<file path="src/rtl/output_buffer_ctrl_pkg.sv">
// Shared types and defaults for the output buffer controller.
// Holds the phase encoding and default frame geometry.
package output_buffer_ctrl_pkg;

  typedef enum logic [1:0] {
    ST_WRITE = 2'd0,
    ST_READ  = 2'd1,
    ST_DRAIN = 2'd2
  } state_t;

  localparam int DEF_DATA_WIDTH   = 8;
  localparam int DEF_OUT_CHANNELS = 3;
  localparam int DEF_IN_WIDTH     = 5;
  localparam int DEF_IN_HEIGHT    = 5;

  localparam int PIX    = DEF_IN_WIDTH * DEF_IN_HEIGHT;
  localparam int ADDR_W = $clog2(PIX * DEF_OUT_CHANNELS);

  function automatic int cnt_w(input int n);
    return (n > 1) ? $clog2(n) : 1;
  endfunction

endpackage

</file>
<file path="src/rtl/output_buffer_ctrl_fifo.sv">
// Two-entry skid FIFO between the buffer read port and the output stream.
// Payload is {last, data}; head is held until popped.
module skid_fifo2
  import output_buffer_ctrl_pkg::*;
#(
  parameter int WIDTH = DEF_DATA_WIDTH + 1
) (
  input  logic             clk,
  input  logic             rst,
  input  logic             push,
  input  logic [WIDTH-1:0] push_data,
  input  logic             pop,
  output logic             valid,
  output logic [WIDTH-1:0] head,
  output logic [1:0]       count
);

  logic [WIDTH-1:0] mem [2];
  logic             wr_ptr;
  logic             rd_ptr;
  logic [1:0]       cnt;

  always_ff @(posedge clk) begin
    if (rst) begin
      wr_ptr <= 1'b0;
      rd_ptr <= 1'b0;
      cnt    <= 2'd0;
    end else begin
      if (push) wr_ptr <= ~wr_ptr;
      if (pop) rd_ptr <= ~rd_ptr;
      cnt <= cnt + 2'(push) - 2'(pop);
    end
  end

  always_ff @(posedge clk) begin
    if (push) mem[wr_ptr] <= push_data;
  end

  assign valid = (cnt != 2'd0);
  assign head  = mem[rd_ptr];
  assign count = cnt;

endmodule

</file>
<file path="src/rtl/output_buffer_ctrl.sv">
// Output buffer sequencer: scatters interleaved results into planar
// order, then streams the frame back out through a skid FIFO.
module output_buffer_ctrl
  import output_buffer_ctrl_pkg::*;
#(
  parameter int DATA_WIDTH   = DEF_DATA_WIDTH,
  parameter int OUT_CHANNELS = DEF_OUT_CHANNELS,
  parameter int IN_WIDTH     = DEF_IN_WIDTH,
  parameter int IN_HEIGHT    = DEF_IN_HEIGHT,
  parameter int DEPTH        = IN_WIDTH * IN_HEIGHT * OUT_CHANNELS
) (
  input  logic                     clk,
  input  logic                     rst,
  input  logic                     in_valid,
  output logic                     in_ready,
  input  logic [DATA_WIDTH-1:0]    in_data,
  output logic                     out_valid,
  input  logic                     out_ready,
  output logic [DATA_WIDTH-1:0]    out_data,
  output logic                     out_last,
  output logic                     frame_done,
  output logic                     busy,
  output logic                     buf_wr_en,
  output logic [$clog2(DEPTH)-1:0] buf_wr_addr,
  output logic [DATA_WIDTH-1:0]    buf_wr_data,
  output logic                     buf_rd_en,
  output logic [$clog2(DEPTH)-1:0] buf_rd_addr,
  input  logic [DATA_WIDTH-1:0]    buf_rd_data
);

  localparam int AW   = $clog2(DEPTH);
  localparam int CW   = cnt_w(OUT_CHANNELS);
  localparam int NPIX = IN_WIDTH * IN_HEIGHT;

  localparam logic [AW-1:0] PIX_STEP = AW'(NPIX);
  localparam logic [AW-1:0] PIX_LAST = AW'(NPIX - 1);
  localparam logic [AW-1:0] RD_LAST  = AW'(DEPTH - 1);
  localparam logic [CW-1:0] CH_LAST  = CW'(OUT_CHANNELS - 1);

  state_t state, state_nx;

  logic [CW-1:0]   ch_cnt;
  logic [AW-1:0]   pix_cnt;
  logic [AW-1:0]   wr_addr;
  logic [AW-1:0]   rd_cnt;
  logic            inflight;
  logic            inflight_last;
  logic            wr_hs;
  logic            ch_wrap;
  logic            frame_end;
  logic            rd_last;
  logic            pop;
  logic [1:0]      fifo_count;
  logic [2:0]      occ;
  logic            fifo_valid;
  logic [DATA_WIDTH:0] fifo_head;

  assign in_ready    = (state == ST_WRITE);
  assign wr_hs       = in_valid & in_ready;
  assign ch_wrap     = (ch_cnt == CH_LAST);
  assign frame_end   = wr_hs & ch_wrap & (pix_cnt == PIX_LAST);
  assign buf_wr_en   = wr_hs;
  assign buf_wr_addr = wr_addr;
  assign buf_wr_data = in_data;

  assign out_valid = fifo_valid;
  assign out_data  = fifo_head[DATA_WIDTH-1:0];
  assign out_last  = fifo_head[DATA_WIDTH];
  assign pop       = out_valid & out_ready;

  // Occupancy after this cycle's pop; keeps the FIFO from overflowing.
  assign occ         = 3'(fifo_count) + 3'(inflight) - 3'(pop);
  assign buf_rd_en   = (state == ST_READ) && (occ < 3'd2);
  assign buf_rd_addr = rd_cnt;
  assign rd_last     = buf_rd_en && (rd_cnt == RD_LAST);

  assign frame_done = (state == ST_DRAIN) && pop && out_last;
  assign busy       = (state != ST_WRITE);

  always_comb begin
    state_nx = state;
    unique case (state)
      ST_WRITE: if (frame_end) state_nx = ST_READ;
      ST_READ:  if (rd_last) state_nx = ST_DRAIN;
      ST_DRAIN: if (frame_done) state_nx = ST_WRITE;
      default:  state_nx = ST_WRITE;
    endcase
  end

  always_ff @(posedge clk) begin
    if (rst) begin
      state         <= ST_WRITE;
      ch_cnt        <= '0;
      pix_cnt       <= '0;
      wr_addr       <= '0;
      rd_cnt        <= '0;
      inflight      <= 1'b0;
      inflight_last <= 1'b0;
    end else begin
      state         <= state_nx;
      inflight      <= buf_rd_en;
      inflight_last <= rd_last;
      if (wr_hs) begin
        if (!ch_wrap) begin
          ch_cnt  <= ch_cnt + 1'b1;
          wr_addr <= wr_addr + PIX_STEP;
        end else if (pix_cnt == PIX_LAST) begin
          ch_cnt  <= '0;
          pix_cnt <= '0;
          wr_addr <= '0;
        end else begin
          ch_cnt  <= '0;
          pix_cnt <= pix_cnt + 1'b1;
          wr_addr <= pix_cnt + 1'b1;
        end
      end
      if (buf_rd_en) rd_cnt <= rd_last ? '0 : rd_cnt + 1'b1;
    end
  end

  skid_fifo2 #(
    .WIDTH(DATA_WIDTH + 1)
  ) u_fifo (
    .clk      (clk),
    .rst      (rst),
    .push     (inflight),
    .push_data({inflight_last, buf_rd_data}),
    .pop      (pop),
    .valid    (fifo_valid),
    .head     (fifo_head),
    .count    (fifo_count)
  );

endmodule

</file>
<file path="config.mk">
export PLATFORM = sky130hd
export DESIGN_NAME = output_buffer_ctrl
export DESIGN_NICKNAME = d
export VERILOG_FILES = /design/src/rtl/output_buffer_ctrl_pkg.sv /design/src/rtl/output_buffer_ctrl_fifo.sv /design/src/rtl/output_buffer_ctrl.sv
export SDC_FILE = /design/constraint.sdc
export NUM_CORES = 1
export LEC_CHECK = 0
export ABC_AREA = 1
export CORE_MARGIN = 4
export CORE_UTILIZATION = 36
export CTS_CLUSTER_SIZE = 12
export DETAILED_ROUTE_END_ITERATION = 10
export GPL_TIMING_DRIVEN = 0
export PLACE_DENSITY = 0.68
export SYNTH_ARGS = -nofsm -noshare
export SYNTH_HDL_FRONTEND = slang
export SYNTH_SLANG_ARGS = --single-unit
</file>
<file path="constraint.sdc">
create_clock -name clk -period 5.5 [get_ports clk]
set_clock_uncertainty 0.1 [all_clocks]
set_input_delay 0.825 -clock clk [delete_from_list [all_inputs] [get_ports clk]]
set_output_delay 0.825 -clock clk [all_outputs]
set_load 0.03 [all_outputs]
</file>
==> results.cfg, run 1 <==
[timing]
hold_violations = 0
whs_ns = 0.344
tns_ns = 0
drv_slew = 0
finalSetupViolations = 0
worstMarginPinSlew_ns = 0.753
grt_setup_unrepaired = false
max_freq_ghz = 0.226
fin_crit_ns = 4.42
max-slew-margin-rel_pct = 49.6
min_period_over_period_pct = 80.3

[grt]
grt_pass1_wl_um = 8700
grt_usage_pct = 13.0
grt_pass1_vias = 1836
overflow = 0
antenna_found_initial = 0
grt_max_degree = 18

[run_status]
outcome = completed

[pwr]
switching_share_pct = 27.3
pwr-share-comb_pct = 18.2
p_int_w = 0.000594
p_per_area_mw_per_mm2 = 263
p_seq_share_pct = 49.2
switchingPower_w = 0.000223
p_leak_nw = 1.29
ir_drop_uv = 99.2
p_clk_share_pct = 32.6

[drt]
dr.pass1.iters = 4
ant_nets = 0
route.vias.total = 1957
drcViolationCount = 0
dr.first_iter.drc_count = 58
drt-total-wl_um = 5000
wl_per_cell_um = 12.1
vias_per_cell = 4.74

[worst_setup_path]
cp-start-kind = primary input
worstPathRequired_ns = 4.58
worstSetupPathType = in2out
end_kind = primary output
rr_worst_depth = 14
critPathArrivalTime_ns = 3.49
crit_fanout = 10

[synth]
synth-seq-cells = 50
synth_enable_flop_cells = 18
postSynth.asyncResetShare_pct = 0
yosysWarnings = 0
synthTopCellsByArea = dfxtp_1 (26%), edfxtp_1 (22%), nand2_1 (9.8%)
syn_avg_cell_area_um2 = 8.64
synth_ff_type = dfxtp_1
netlist_area_mm2 = 0.00242
syn-num-nets = 308
seq_area_frac_synth_pct = 48.8
synth.distinct_cells = 34
ys_top_cells_by_count = nand2_1 (63), inv_1 (36), dfxtp_1 (32)
netlist_instances = 280
synth_top_area_share_pct = 26.5
yosysMostFrequentCell = nand2_1
synth_area_leader_cell = dfxtp_1

[clock_network]
cts_resized = 0
holdBufCountCts = 0
clk_pin_slew_worst_paths_ns = 0.10
root_buffer = clkbuf_8
clock-sinks = 50
cts_buffers = 5
cts_tree = yes
postCtsSetupRepairBufs = 0
clock_path_buffers = 2
clk_latency_ns = 0.30
h-tree-depth = 2

[min_path]
hold_depth = 0
hold_path.class = reg2reg

[floorplanning]
die_width_um = 90.0
core-area_mm2 = 0.00642
core.rowCount = 29
die_area_mm2 = 0.00810
start_util_pct = 37.7
boundaryPins = 57
die_y_um = 90.0

[placed_design]
gp_congestion = 0.801
port_buffers = 48
dp_hpwl_um = 3690

[flow_run]
maxCapViolations = 0

[cells_and_area]
drive_gt1_share_pct = 11.9
syn2layout_area_growth_pct = 28.6
antenna_cells = 0
nNetsFinal = 363
[worst max-delay path, stage by stage]
cell             delay (ns)
clkdlybuf4s50_1        0.46
nand2_1                0.05
inv_1                  0.12
ha_1                   0.25
inv_1                  0.06
ha_1                   0.14
fa_1                   0.43
inv_1                  0.11
nand3_2                0.13
nor2_8                 0.22
clkdlybuf4s50_1        0.70
[power groups by stage]
stage / Clock (W) / Sequential [W] / Combinational [W]
after floorplan: 0 / 0.000416 / 0.0000906
after global placement: 0 / 0.000410 / 0.000147
after detailed placement: 0 / 0.000410 / 0.000150
after CTS: 0.000277 / 0.000402 / 0.000151
after global routing: 0.000292 / 0.000403 / 0.000164
final: 0.000267 / 0.000402 / 0.000149
[per-stage QoR]
stage	area, um^2	util, %	instances	worst slack, ns	total power, W
after floorplan	2420	-	280	2.27	0.000507
after global routing	3110	48.5	413	0.946	0.000860
after global placement	3000	46.7	405	1.10	0.000556
after CTS	3110	48.5	413	1.05	0.000830
after detailed placement	3000	46.7	405	1.07	0.000560
final	3110	48.5	413	1.08	0.000817
[cell type report]
| type | count | area, um^2 |
|---|---|---|
| Sequential cell | 50 | 1180 |
| Tap cell | 77 | 96.3 |
| Clock inverter | 3 | 47.5 |
| Clock buffer | 5 | 68.8 |
| Inverter | 39 | 149 |
| Fill cell | 602 | 3310 |
| Buffer | 12 | 77.6 |
| Timing Repair Buffer | 48 | 480 |
| Multi-Input combinational cell | 179 | 1010 |
[path summary, 6_finish.rpt]
path | slack (ns) | end | from
setup / recovery | 1.08 | buf_rd_en | out_ready
hold / removal | 0.34 | u_fifo.mem[1][8]$_DFFE_PP_ | inflight_last$_SDFF_PP0_
setup reg to reg | 2.89 | state[0]$_SDFFE_PP0P_ | u_fifo.count[1]$_SDFF_PP0_
hold reg to reg | 0.34 | u_fifo.mem[1][8]$_DFFE_PP_ | inflight_last$_SDFF_PP0_
[logic make-up after synthesis]
logic type,count (synthesis),share of synthesized area (%)
fa+ha+maj,8,4.45
simple gates,125,24.4
mux,8,3.72
buf+inv,51,9.36
flops,50,48.8
xor+xnor,4,1.45
compound gates,34,7.81
[state kept, by name (all words and copies together), names as in the netlist, named ones only]
name	flops
u_fifo.mem	18
buf_rd_addr	7
buf_wr_addr	7
pix_cnt	7
ch_cnt	2
state	2
u_fifo.count	2
inflight	1
inflight_last	1
u_fifo.rd_ptr	1
u_fifo.wr_ptr	1
[placed cells by master, fill, tap and decap left out, drive strengths merged, types with 2 or more instances in the layout]
cell type and instances:
a21oi 20, buf 11, clkbuf 6, clkdlybuf4s50 48
dfxtp 32, edfxtp 18, ha 7, inv 40
mux2 8, nand2 64, nand3 26, nand4 4
nor2 28, nor3 2, o21ai 8, xor2 4
[metal layers]
| metal | track usage (%) | part of all wire (%) | routed length, um | vias to the layer above |
|---|---|---|---|---|
| li1 | - | - | - | 1011 |
| met1 | 16.6 | 48 | 2390 | 884 |
| met2 | 21.5 | 45 | 2270 | 57 |
| met3 | 3.76 | 5.5 | 276 | 5 |
| met4 | 3.57 | 1.2 | 60 | 0 |
| met5 | 0 | 0 | 0 | - |
No activity file was read; power rests on OpenSTA's default activity.
==> run 2: changes to the inputs <==
- PLACE_DENSITY: 0.68 -> 0.7
- clock period: 5.5 -> 4 ns (I/O delays scaled with it)
==> run 2 against run 1 <==
Effect of this change:
- highest routed layer unchanged
- sequential share of layout area about the same
- design area up 0.12%
- largest cell class unchanged
- via count shrank 1.3%
==> results.cfg, run 2 (synthesis gave the netlist of run 1 again) <==
[run_status]
outcome = completed

[worst_setup_path]
crit_fanout = 10
worstPathRequired_ns = 3.30
critPathArrivalTime_ns = 2.87
end_kind = primary output
cp-start-kind = primary input
worstSetupPathType = in2out

[cells_and_area]
top_register = u_fifo.mem
layoutNonFillerInstCount = 413
multi_input_area_mm2 = 0.00101
seq_area_mm2 = 0.00118
antenna_cells = 0
drive_gt1_share_pct = 11.9
syn2layout_area_growth_pct = 28.8
largest_reg_flops = 18
nNetsFinal = 363
final_common_cell = nand2_1
fillers = 613
layout_common_cells = nand2_1 (63), clkdlybuf4s50_1 (47), inv_1 (36)

[timing]
min_period_over_period_pct = 89.4
worstMarginPinSlew_ns = 0.772
drv_slew = 0
finalSetupViolations = 0
tns_ns = 0
fin_crit_ns = 3.57
grt_setup_unrepaired = false
whs_ns = 0.343
max-slew-margin-rel_pct = 48.4
setup_ws_ns = 0.426
hold_violations = 0
max_freq_ghz = 0.280

[clock_network]
clock_path_buffers = 2
clk_pin_slew_worst_paths_ns = 0.10
clk_latency_ns = 0.31
root_buffer = clkbuf_8
h-tree-depth = 2
postCtsSetupRepairBufs = 0
clock-sinks = 50
cts_tree = yes
cts_buffers = 5

[grt]
grt_usage_pct = 12.3
grt_max_degree = 18
grt_pass1_vias = 1791
overflow = 0
antenna_found_initial = 0
grt_pass1_wl_um = 8190

[drt]
drt-total-wl_um = 5020
dr.pass1.iters = 4
route.vias.total = 1931
dr.first_iter.drc_count = 56
wl_per_cell_um = 12.2
ant_nets = 0
drcViolationCount = 0
vias_per_cell = 4.68

[placed_design]
gp_congestion = 0.808
dp_hpwl_um = 3670
port_buffers = 48
dp_slack_ns = 0.0261
dp.cells = 405

[min_path]
hold_path.class = reg2reg

[floorplanning]
die_y_um = 90.0
core-area_mm2 = 0.00642
die_width_um = 90.0
boundaryPins = 57
start_util_pct = 37.7
core.rowCount = 29
die_area_mm2 = 0.00810

[flow_run]
maxCapViolations = 0

[pwr]
ir_drop_uv = 188
p_leak_nw = 1.30
p_per_area_mw_per_mm2 = 364
## run 2: cell types whose count changed in the layout (fill, tap and decap cells not counted), sizes merged
cell / change
clkinv: -1
clkinvlp: +1
dlymetal6s2s: +1
clkdlybuf4s50: -1
## run 2: stage by stage
step	util [%]	power, W	instance area (um^2)
after floorplan	-	0.000702	2420
after global placement	46.7	0.000774	3000
after detailed placement	46.7	0.000778	3000
after CTS	48.5	0.00115	3110
after global routing	48.5	0.00119	3120
final	48.5	0.00113	3120
## run 2: what timing repair did
action	CTS	global route
endpoints found under the setup margin	0	1
gates resized for setup	0	1
hold endpoints to repair	0	0
hold buffers	0	0
## run 2: worst paths after layout
path	from	to	slack, ns	cells past startpoint
worst min register to register	inflight_last$_SDFF_PP0_	u_fifo.mem[1][8]$_DFFE_PP_	0.34	0
worst max-delay path	out_ready	buf_rd_en	0.43	11
worst max register to register	u_fifo.count[1]$_SDFF_PP0_	state[0]$_SDFFE_PP0P_	1.41	14
worst min-delay path	inflight_last$_SDFF_PP0_	u_fifo.mem[1][8]$_DFFE_PP_	0.34	0
## run 2: final cells by class
class,instances,area share (%)
Buffer,12,2.49
Inverter,39,4.78
Multi-Input combinational cell,179,32.5
Timing Repair Buffer,48,15.5
Clock inverter,3,1.57
Clock buffer,5,2.21
Tap cell,77,3.09
Sequential cell,50,37.9
## run 2: power by group
part	switching (W)	internal, W	leakage, nW
clock	0.000179	0.000191	0.0563
sequential	0.0000114	0.000541	0.422
combinational	0.000124	0.0000888	0.824
total	0.000314	0.000820	1.30
## run 2: routing by layer
layer	track usage [%]	part of all wire, %
met5	0	0
met4	4.72	2.0
met3	3.92	6.5
met2	19.5	44
met1	15.6	47
## run 2: critical path, cell delays in order
cell,delay [ns]
clkdlybuf4s50_1,0.46
nand2_1,0.05
inv_1,0.12
ha_1,0.25
inv_1,0.05
ha_1,0.14
fa_1,0.41
inv_1,0.10
nand3_2,0.13
nor2_8,0.23
dlymetal6s2s_1,0.33
